$ cat src/rtl/hdmi_tx_cfg_pkg.sv
// Shared definitions for the HDMI transmitter register-initialisation sequencer:
// table size, FSM encoding and the bring-up register table.
package hdmi_tx_cfg_pkg;

  localparam int N_REGS = 12;

  typedef enum logic [3:0] {
    ST_IDLE,
    ST_SETTLE,
    ST_ADDR,
    ST_REG,
    ST_DATA,
    ST_WAIT_RSP,
    ST_RETRY_GAP,
    ST_DONE,
    ST_ERROR
  } state_e;

  // Bring-up table entry: {register, value}.
  function automatic logic [15:0] cfg_entry(input logic [5:0] idx);
    logic [15:0] e;
    case (idx)
      6'd0:    e = 16'h41_10;  // main power up
      6'd1:    e = 16'h98_03;  // fixed register
      6'd2:    e = 16'h9A_E0;  // fixed register
      6'd3:    e = 16'h9C_30;  // fixed register
      6'd4:    e = 16'h9D_61;  // fixed register
      6'd5:    e = 16'hA2_A4;  // fixed register
      6'd6:    e = 16'hA3_A4;  // fixed register
      6'd7:    e = 16'hE0_D0;  // fixed register
      6'd8:    e = 16'hF9_00;  // fixed I2C address register
      6'd9:    e = 16'h15_00;  // input ID: 24-bit RGB 4:4:4
      6'd10:   e = 16'h16_30;  // output 4:4:4, 8 bits per colour
      6'd11:   e = 16'hAF_06;  // HDMI (not DVI) mode
      default: e = 16'h00_00;
    endcase
    return e;
  endfunction

endpackage

$ cat src/rtl/hdmi_tx_cfg_seq_sync2.sv
// Two-flop synchronizer for the asynchronous hot-plug line.
module sync2 (
  input  logic i_clk,
  input  logic i_rst,
  input  logic i_d,
  output logic o_q
);

  logic meta_q;
  logic sync_q;

  // Capture the async input, then re-register to settle metastability.
  always_ff @(posedge i_clk or posedge i_rst) begin
    if (i_rst) begin
      meta_q <= 1'b0;
      sync_q <= 1'b0;
    end else begin
      meta_q <= i_d;
      sync_q <= meta_q;
    end
  end

  assign o_q = sync_q;

endmodule

$ cat src/rtl/hdmi_tx_cfg_seq.sv
// HDMI transmitter register-initialisation sequencer. Walks the bring-up table
// and writes each (register, value) pair as ADDR/REG/DATA bytes to an I2C
// master command port, retrying NACKed entries after a gap.
module hdmi_tx_cfg_seq
  import hdmi_tx_cfg_pkg::*;
#(
  parameter logic [6:0]  DEV_ADDR    = 7'h39,
  parameter logic [23:0] WAIT_CYCLES = 24'd10_000_000,
  parameter logic [3:0]  RETRY_MAX   = 4'd3,
  parameter logic [15:0] RETRY_GAP   = 16'd5000
) (
  input  logic       i_clk,
  input  logic       i_rst,
  input  logic       i_start,
  input  logic       i_hpd,
  output logic       o_cmd_valid,
  output logic       o_cmd_start,
  output logic       o_cmd_stop,
  output logic [7:0] o_cmd_data,
  input  logic       i_cmd_ready,
  input  logic       i_rsp_valid,
  input  logic       i_rsp_nack,
  output logic       o_busy,
  output logic       o_done,
  output logic       o_error,
  output logic [5:0] o_index
);

  localparam logic [23:0] SETTLE_LAST = WAIT_CYCLES - 24'd1;
  localparam logic [15:0] GAP_LAST    = RETRY_GAP - 16'd1;
  localparam logic [5:0]  LAST_IDX    = 6'(N_REGS - 1);

  state_e      state_q, state_d;
  state_e      byte_q, byte_d;     // byte state whose response is awaited
  logic [23:0] settle_q, settle_d;
  logic [15:0] gap_q, gap_d;
  logic [3:0]  retry_q, retry_d;
  logic [5:0]  idx_q, idx_d;
  logic        watch_q, watch_d;   // run was started with hpd high: supervise it
  logic        abort_q, abort_d;   // hpd lost while a byte was in flight
  logic        hpd_prev_q;

  logic        hpd_s;
  logic        idle_like;
  logic        trigger;
  logic        hpd_lost;
  logic [15:0] entry;
  logic [4:0]  retry_inc;

  sync2 u_hpd_sync (
    .i_clk (i_clk),
    .i_rst (i_rst),
    .i_d   (i_hpd),
    .o_q   (hpd_s)
  );

  assign idle_like = (state_q == ST_IDLE) || (state_q == ST_DONE) || (state_q == ST_ERROR);
  assign trigger   = idle_like && (i_start || (hpd_s && !hpd_prev_q));
  assign hpd_lost  = watch_q && !hpd_s;
  assign entry     = cfg_entry(idx_q);
  assign retry_inc = {1'b0, retry_q} + 5'd1;

  // State register and counters.
  always_ff @(posedge i_clk or posedge i_rst) begin
    if (i_rst) begin
      state_q    <= ST_IDLE;
      byte_q     <= ST_ADDR;
      settle_q   <= '0;
      gap_q      <= '0;
      retry_q    <= '0;
      idx_q      <= '0;
      watch_q    <= 1'b0;
      abort_q    <= 1'b0;
      hpd_prev_q <= 1'b0;
    end else begin
      state_q    <= state_d;
      byte_q     <= byte_d;
      settle_q   <= settle_d;
      gap_q      <= gap_d;
      retry_q    <= retry_d;
      idx_q      <= idx_d;
      watch_q    <= watch_d;
      abort_q    <= abort_d;
      hpd_prev_q <= hpd_s;
    end
  end

  // Next-state logic: triggers, settle/gap timing, byte handshakes, retries.
  always_comb begin
    state_d  = state_q;
    byte_d   = byte_q;
    settle_d = settle_q;
    gap_d    = gap_q;
    retry_d  = retry_q;
    idx_d    = idx_q;
    watch_d  = watch_q;
    abort_d  = abort_q;
    case (state_q)
      ST_IDLE, ST_DONE, ST_ERROR: begin
        if (trigger) begin
          state_d  = ST_SETTLE;
          settle_d = '0;
          retry_d  = '0;
          idx_d    = '0;
          watch_d  = hpd_s;
          abort_d  = 1'b0;
        end
      end
      ST_SETTLE: begin
        if (hpd_lost)                   state_d = ST_IDLE;
        else if (settle_q >= SETTLE_LAST) state_d = ST_ADDR;
        else                            settle_d = settle_q + 24'd1;
      end
      ST_ADDR, ST_REG, ST_DATA: begin
        // An offered byte is never withdrawn; remember the loss for later.
        if (hpd_lost) abort_d = 1'b1;
        if (i_cmd_ready) begin
          state_d = ST_WAIT_RSP;
          byte_d  = state_q;
        end
      end
      ST_WAIT_RSP: begin
        if (hpd_lost) abort_d = 1'b1;
        if (i_rsp_valid) begin
          if (abort_q || hpd_lost) begin
            state_d = ST_IDLE;
          end else if (i_rsp_nack) begin
            if (retry_q != 4'hF) retry_d = retry_q + 4'd1;
            if (retry_inc >= {1'b0, RETRY_MAX}) begin
              state_d = ST_ERROR;
            end else begin
              state_d = ST_RETRY_GAP;
              gap_d   = '0;
            end
          end else begin
            case (byte_q)
              ST_ADDR: state_d = ST_REG;
              ST_REG:  state_d = ST_DATA;
              default: begin
                if (idx_q == LAST_IDX) begin
                  state_d = ST_DONE;
                end else begin
                  state_d = ST_ADDR;
                  idx_d   = idx_q + 6'd1;
                  retry_d = '0;
                end
              end
            endcase
          end
        end
      end
      ST_RETRY_GAP: begin
        if (hpd_lost)            state_d = ST_IDLE;
        else if (gap_q >= GAP_LAST) state_d = ST_ADDR;
        else                     gap_d = gap_q + 16'd1;
      end
      default: state_d = ST_IDLE;
    endcase
  end

  // Outputs decoded from the registered state.
  always_comb begin
    o_cmd_valid = 1'b0;
    o_cmd_start = 1'b0;
    o_cmd_stop  = 1'b0;
    o_cmd_data  = '0;
    case (state_q)
      ST_ADDR: begin
        o_cmd_valid = 1'b1;
        o_cmd_start = 1'b1;
        o_cmd_data  = {DEV_ADDR, 1'b0};
      end
      ST_REG: begin
        o_cmd_valid = 1'b1;
        o_cmd_data  = entry[15:8];
      end
      ST_DATA: begin
        o_cmd_valid = 1'b1;
        o_cmd_stop  = 1'b1;
        o_cmd_data  = entry[7:0];
      end
      default: ;
    endcase
    o_busy  = !idle_like;
    o_done  = (state_q == ST_DONE);
    o_error = (state_q == ST_ERROR);
    o_index = idx_q;
  end

endmodule

$ cat config.mk
export PLATFORM = sky130hd
export DESIGN_NAME = hdmi_tx_cfg_seq
export DESIGN_NICKNAME = d
export VERILOG_FILES = /design/src/rtl/hdmi_tx_cfg_pkg.sv /design/src/rtl/hdmi_tx_cfg_seq_sync2.sv /design/src/rtl/hdmi_tx_cfg_seq.sv
export SDC_FILE = /design/constraint.sdc
export NUM_CORES = 1
export LEC_CHECK = 0
export ABC_CLOCK_PERIOD_IN_PS = 2300
export BUFFER_PORTS_ARGS = -buffer_cell sky130_fd_sc_hd__buf_2
export CAP_MARGIN = 20
export CORE_MARGIN = 4
export CORE_UTILIZATION = 47
export CTS_CLUSTER_SIZE = 30
export DETAILED_ROUTE_END_ITERATION = 8
export GPL_ROUTABILITY_DRIVEN = 0
export HOLD_SLACK_MARGIN = 0.1
export PLACE_DENSITY = 0.69
export SETUP_SLACK_MARGIN = 0.5
export SYNTH_ARGS = -nofsm -noshare
export SYNTH_HDL_FRONTEND = slang
export SYNTH_SLANG_ARGS = --single-unit
$ cat constraint.sdc
create_clock -name i_clk -period 2.3 [get_ports i_clk]
set_clock_uncertainty 0.15 [all_clocks]
set_input_delay 0.575 -clock i_clk [delete_from_list [all_inputs] [get_ports i_clk]]
set_output_delay 0.575 -clock i_clk [all_outputs]
set_load 0.03 [all_outputs]
# Word level (Yosys, flattened, before mapping)
# Memories as Yosys holds them, arrays and structs flattened.
# Cells that the tools add are included.
[totals] word_cells=126 mem_bits_ro=240 memories=1 regBits=63
[classes] add_sub_neg=5 reduce_logical=28 order_cmp=3 n_eq_ne=31 n_mux=47
[mem_list] name="(no name shown)" words=16 word_bits=15 rd=1 rd_clocked_by_memory_dff=0 write_ports=0 line_no="hdmi_tx_cfg_pkg.sv:22" text="case (idx)"
[ops] op="$mux 16" n=7
[ops] op="$mux 24" n=3
[ops] op="$mux 4" n=17
[ops] op="$pmux 24 s2" n=1
[ops] op="$mux 6" n=6
[ops] op="$pmux 16 s2" n=1
[ops] op="$add 24x1->24 const B" n=1
[ops] op="$ge 24x24->1 const B" n=1
[ops] op="$ne 2x2->1 const B" n=12
[ops] op="$pmux 8 s3" n=1
[ops] op="$reduce_and 7->1" n=3
[ops] op="$pmux 4 s5" n=1
[ops] op="$add 16x1->16 const B" n=1
[ops] op="$eq 4x2->1 const B" n=4
[ops] op="$eq 4x3->1 const B" n=4
[ops] op="$ge 16x13->1 const B" n=1
[ops] op="$ne 3x3->1 const B" n=5
[ops] op="$pmux 6 s2" n=1
[ops] op="$pmux 4 s2" n=1
[ops] op="$reduce_bool 2->1" n=4
[ops] op="$add 6x1->6 const B" n=1
[ops] op="$eq 6x4->1 const B" n=1
[ops] op="$pmux 3 s2" n=1
[ops] op="$reduce_or 3->1" n=2
[ops] op="21 further kinds" n=34

# Depth between registers and ports, before layout
[logic_depth] depth_word=7 ltp_mapped=9

# Modules after synthesis
# A second synthesis with hierarchy kept.
[hier_totals] hier_cells=469 area_unflattened_um2=4221.5
[by_module_without_submodules] module="hdmi_tx_cfg_seq" n_inst=1 seq_area_each_um2=1527.7 cells_per_inst=466 area_per_inst_um2=4167.7
[by_module_without_submodules] module="sync2" n_inst=1 seq_area_each_um2=50.0 cells_per_inst=3 area_per_inst_um2=53.8

# Worst setup path after synthesis
# Ideal clock, no wire load.
[synth_timing] kind="register -> output" start="register idx_q[0] (netlist: o_index[0])" end="output port o_cmd_data[4]" setup_slack_ns=-0.693 stages_incl_launch_ff=8 t_required_ns=1.575 n_path_buf=0 arrival_ns=2.268 cell_sequence="dfrtp_1 inv_1 ha_1 nor2_1 a21oi_1 o21ai_0 a22oi_1 o21ai_0"
[synth_via] elab_chain_len=3
[synth_rtl] item="from (decl)" line_no="hdmi_tx_cfg_seq.sv:38" text="logic [5:0] idx_q, idx_d;"
[synth_rtl] item="from (signal assigned)" line_no="hdmi_tx_cfg_seq.sv:81" text="idx_q <= idx_d;"
[synth_rtl] item="$mem_v2 16x15"
[synth_rtl] item="$mux 16" line_no="hdmi_tx_cfg_pkg.sv:22"
[synth_rtl] item="$pmux 8 s3" line_no="hdmi_tx_cfg_seq.sv:167" text="case (state_q)"
[synth_rtl] item="to (decl)" line_no="hdmi_tx_cfg_seq.sv:19" text="output logic [7:0] o_cmd_data,"
# No other way between the ends.

# Final worst setup path
[layout_timing] start="register state_q[3]" end="output port o_cmd_data[0]"
[layout_via] elab_chain_len=2
[layout_rtl] item="from (decl)" line_no="hdmi_tx_cfg_seq.sv:33" text="state_e state_q, state_d;"
[layout_rtl] item="from (signal assigned)" line_no="hdmi_tx_cfg_seq.sv:76" text="state_q <= state_d;"
[layout_rtl] item="$eq 4x3->1 / $eq 4x2->1 (equally long branches)" line_no="hdmi_tx_cfg_seq.sv:167"
[layout_rtl] item="$pmux 8 s3 *" line_no="hdmi_tx_cfg_seq.sv:167"
# Every way passes the cells marked *; elsewhere a longest branch is shown, timed or not.

==> metrics.md <==
| Metric | Value |
|---|---|
| Category of the critical setup timing path | `reg -> out` |
| Number of search-and-repair iterations in the first detailed-routing pass | `7` |
| Number of input and output port buffers inserted | `26` |
| Row count | `33` |
| Maximum clock frequency | `360 MHz` |
| Failing checks | `negative setup slack` |
| Fraction of layout cells with a size suffix above 1 | `53.5%` |
| Count of final max-slew check failures | `0` |
| Worst Reg-to-Reg Cells | `8` |
| Critical R2R Capture | `settle_q[18]$_DFFE_PP0P_` |
| Largest net degree at the start of global routing | `24` |
| Critical Path RT | `1.57 ns` |
| Slowest stage cell on the critical path | `sky130_fd_sc_hd__dfrtp_1` |
| Arrival time reported for the critical path endpoint | `2.05 ns` |
| Number of antenna violations at the first check in global routing | `0` |
| Total negative slack | `-8.43 ns` |
| Final period demand of the worst path | `2.78 ns` |
| Vias in the first global route | `4,694` |
| Clock latency reported for the late side of the worst-skew pair | `0.36 ns` |
| Final std cells w/o fill | `752` |
| Post-synthesis register bit count | `63` |
| Count of different cell masters after synthesis | `60` |
| Number of nets at the end of the flow | `661` |
| Cell taking the most area after synthesis | `sky130_fd_sc_hd__dfrtp_1` |
| Overall die height | `101 um` |
| Max rail drop VDD | `0.797 mV` |
| Number of antenna-violating nets in the routed design | `0` |
| Final worst path period share | `121%` |
| CTS clk-pin slew, worst paths | `0.09 ns` |
| Total of max-cap violations | `0` |
| Post-synthesis to final-layout area growth | `67.8%` |
| Count of warnings emitted by yosys | `0` |
| Starting density of the core | `48.8%` |
| Net Count, Synth | `497` |
| Met3 global-route usage | `4.08%` |
| Post-synthesis sequential area ratio | `39.2%` |
| Vias/cell | `6.59` |
| Crit path setup slack, layout | `-0.480 ns` |
| Die W | `101 um` |
| Leading cell types by count after synthesis | `sky130_fd_sc_hd__dfrtp_1, sky130_fd_sc_hd__nor2_1, sky130_fd_sc_hd__nand2_1` |
| Critical path peak fanout | `5` |
| Global-route met2 utilization | `52.1%` |
| Beginning of the worst register-to-register path | `state_q[0]$_DFFE_PP0P_` |
| Mean instance size in the synthesized netlist | `8.43 um2` |
| GRT overflow | `0` |
| Antenna fix cells | `0` |
| Nature of the critical path startpoint | `flip-flop` |
| H-tree level count | `3` |
| Die Area | `0.0101 mm2` |
| Placed cell count | `661` |
| Remaining max-slew budget at the tightest pin | `54.9%` |
| Synth area leaders | `sky130_fd_sc_hd__dfrtp_1, sky130_fd_sc_hd__o21ai_0, sky130_fd_sc_hd__nor2_1` |
| Maximum buffer depth of the clock tree | `2` |
| Cell family with the largest share of critical-path delay | `compound AO/OA/AOI/OAI gates` |
| Post-detailed-route DRC marker count | `0` |
| Leakage power summed over all cells | `0.00290 uW` |
| Final hold violations | `0` |
| Slew at the pin closest to its max-slew limit | `0.675 ns` |
| EDFF count, synth | `0` |
| Peak per-stage delay on the critical path | `0.40 ns` |
| Final HPWL DP | `8020 um` |
| Number of DRC markers after the initial detailed-route iteration | `422` |
| TritonCTS buffer count | `9` |
| Worst hold path type | `in -> async` |
| Power per standard cell area | `1090 mW/mm2` |
| All-layer global routing usage | `28.7%` |
| Root Driver | `sky130_fd_sc_hd__clkbuf_8` |
| Asr flop ratio synth | `100%` |
| First-pass GRT wire length | `23,100 um` |
| Prevailing post-synth register cell | `sky130_fd_sc_hd__dfrtp_1` |
| Post-detailed-route wirelength per cell | `22.8 um` |
| Fraction of synthesized cell area taken by the top area cell type | `38.5%` |
| Cell repeated most along the worst path | `sky130_fd_sc_hd__buf_6` |
| Most common cell in the netlist | `sky130_fd_sc_hd__dfrtp_1` |
| # setup viols final | `42` |
| Worst-case register-to-register setup slack | `-0.26 ns` |
| Via count | `4,959` |
| Post-Syn Area | `0.00403 mm2` |
| Gate Count Post-Synth | `478` |
| CTS sink count | `63` |
| Boundary pin count | `27` |
| Result of the run | `complete, but fails checks` |
| Setup repair after global routing missed its margin | `true` |
| Core footprint | `0.00826 mm2` |
| Number of buffer and inverter instances along the worst setup path | `2` |
| Total wire length | `17,100 um` |
| Clock tree from TritonCTS | `yes` |
| Capturing element type of the critical path | `primary output` |
| Busiest layer in global routing | `met2` |
| Met1 global-route usage | `33.0%` |
| CP cell instances | `buf_6 -> nor3b_4 -> nand2_2 -> o221ai_2 -> o21ai_1 -> o32a_1 -> nor2_4 -> buf_6` |
[layout by cell type (no fill, tap or decap), types with 6 or more instances in the layout]
cell type,netlist,routed
sky130_fd_sc_hd__buf_4,0,95
sky130_fd_sc_hd__buf_6,2,62
sky130_fd_sc_hd__dfrtp_1,62,55
sky130_fd_sc_hd__nor2_1,55,44
sky130_fd_sc_hd__nand2_1,47,40
sky130_fd_sc_hd__o21ai_0,45,17
sky130_fd_sc_hd__a21oi_2,0,15
sky130_fd_sc_hd__nand4_1,14,14
sky130_fd_sc_hd__o21ai_1,1,14
sky130_fd_sc_hd__a21oi_1,33,14
sky130_fd_sc_hd__o21ai_2,0,13
sky130_fd_sc_hd__clkbuf_8,0,9
sky130_fd_sc_hd__nor2_4,0,8
sky130_fd_sc_hd__and3_1,12,8
sky130_fd_sc_hd__inv_1,16,8
sky130_fd_sc_hd__nand3_1,17,8
sky130_fd_sc_hd__a31oi_1,9,8
sky130_fd_sc_hd__buf_2,3,8
sky130_fd_sc_hd__a21oi_4,2,7
sky130_fd_sc_hd__nor3_4,0,6
sky130_fd_sc_hd__nand2b_1,8,6
sky130_fd_sc_hd__and2_1,10,6
sky130_fd_sc_hd__mux2i_1,7,6
sky130_fd_sc_hd__ha_1,12,6
sky130_fd_sc_hd__dfrtp_2,0,6
[worst max-delay path by stage]
stage | slack [ns] | cells after the start | end | startpoint
6_report | -0.48 | 8 | o_cmd_data[0] | state_q[3]$_DFFE_PP0P_
2_1_floorplan | -0.12 | 9 | settle_q[15]$_DFFE_PP0P_ | state_q[2]$_DFFE_PP0P_
3_3_place_gp | -0.07 | 6 | state_q[1]$_DFFE_PP0P_ | settle_q[18]$_DFFE_PP0P_
4_1_cts | -0.32 | 6 | o_cmd_data[3] | o_index[1]$_DFFE_PP0P_
3_5_place_dp | -0.1 | 6 | state_q[2]$_DFFE_PP0P_ | settle_q[18]$_DFFE_PP0P_
5_1_grt | -0.55 | 8 | o_cmd_data[0] | state_q[1]$_DFFE_PP0P_
[cell families after synthesis]
| logic type | share of synthesized area, % |
|---|---|
| buf+inv | 3.91 |
| xor+xnor | 1.96 |
| simple gates | 26.5 |
| compound gates | 21.0 |
| fa+ha+maj | 3.73 |
| flops | 39.2 |
| mux | 3.70 |
[area by class of cell]
type                    count  area (um2)
multi-input cells         380        3150
fillers                   404        1500
repair buffers            172        1590
clock buffers               9         124
clock inverters             7        97.6
well taps                 105         131
inverters                  16        78.8
flip-flops and latches     63        1590
[sequential cells by signal (all words and copies together) (netlist names)]
name	count
settle_q	24
gap_q	16
o_index	6
byte_q	4
retry_q	4
state_q	4
abort_q	1
hpd_prev_q	1
u_hpd_sync.meta_q	1
u_hpd_sync.o_q	1
watch_q	1
[power breakdown]
group	internal [uW]	switching, uW	leakage, uW	total [uW]
Sequential	1330	278	0.000821	1610
Clock	612	504	0.000105	1120
Combinational	2260	2410	0.00197	4660
[per-stage QoR]
stage	util (%)	hold slack, ns	cell area (um2)	total power (uW)	worst slack (ns)
finish	81.8	0.109	6760	7390	-0.480
global route	81.8	0.141	6760	7670	-0.546
CTS	75.4	0.144	6230	6310	-0.318
detailed placement	60.4	0.185	4980	4040	-0.0988
global placement	60.4	0.181	4980	3980	-0.0682
floorplan	-	0.181	4320	3220	-0.115
[layer usage]
metal  wire length [um]  part of all wire (%)
met1               6050                    35
met2               8370                    49
met3               1460                   8.5
met4               1240                   7.2
met5                  0                     0
[timing repair]
| action | in CTS | in global routing |
|---|---|---|
| pin swaps | 68 | 47 |
| buffers inserted | 41 | 30 |
| endpoints found under the setup margin | 76 | 77 |
| hold buffers | 0 | 0 |
| cloned | 4 | 0 |
| resized for setup | 173 | 73 |
Note: power is estimated with default switching activity, not from simulation.
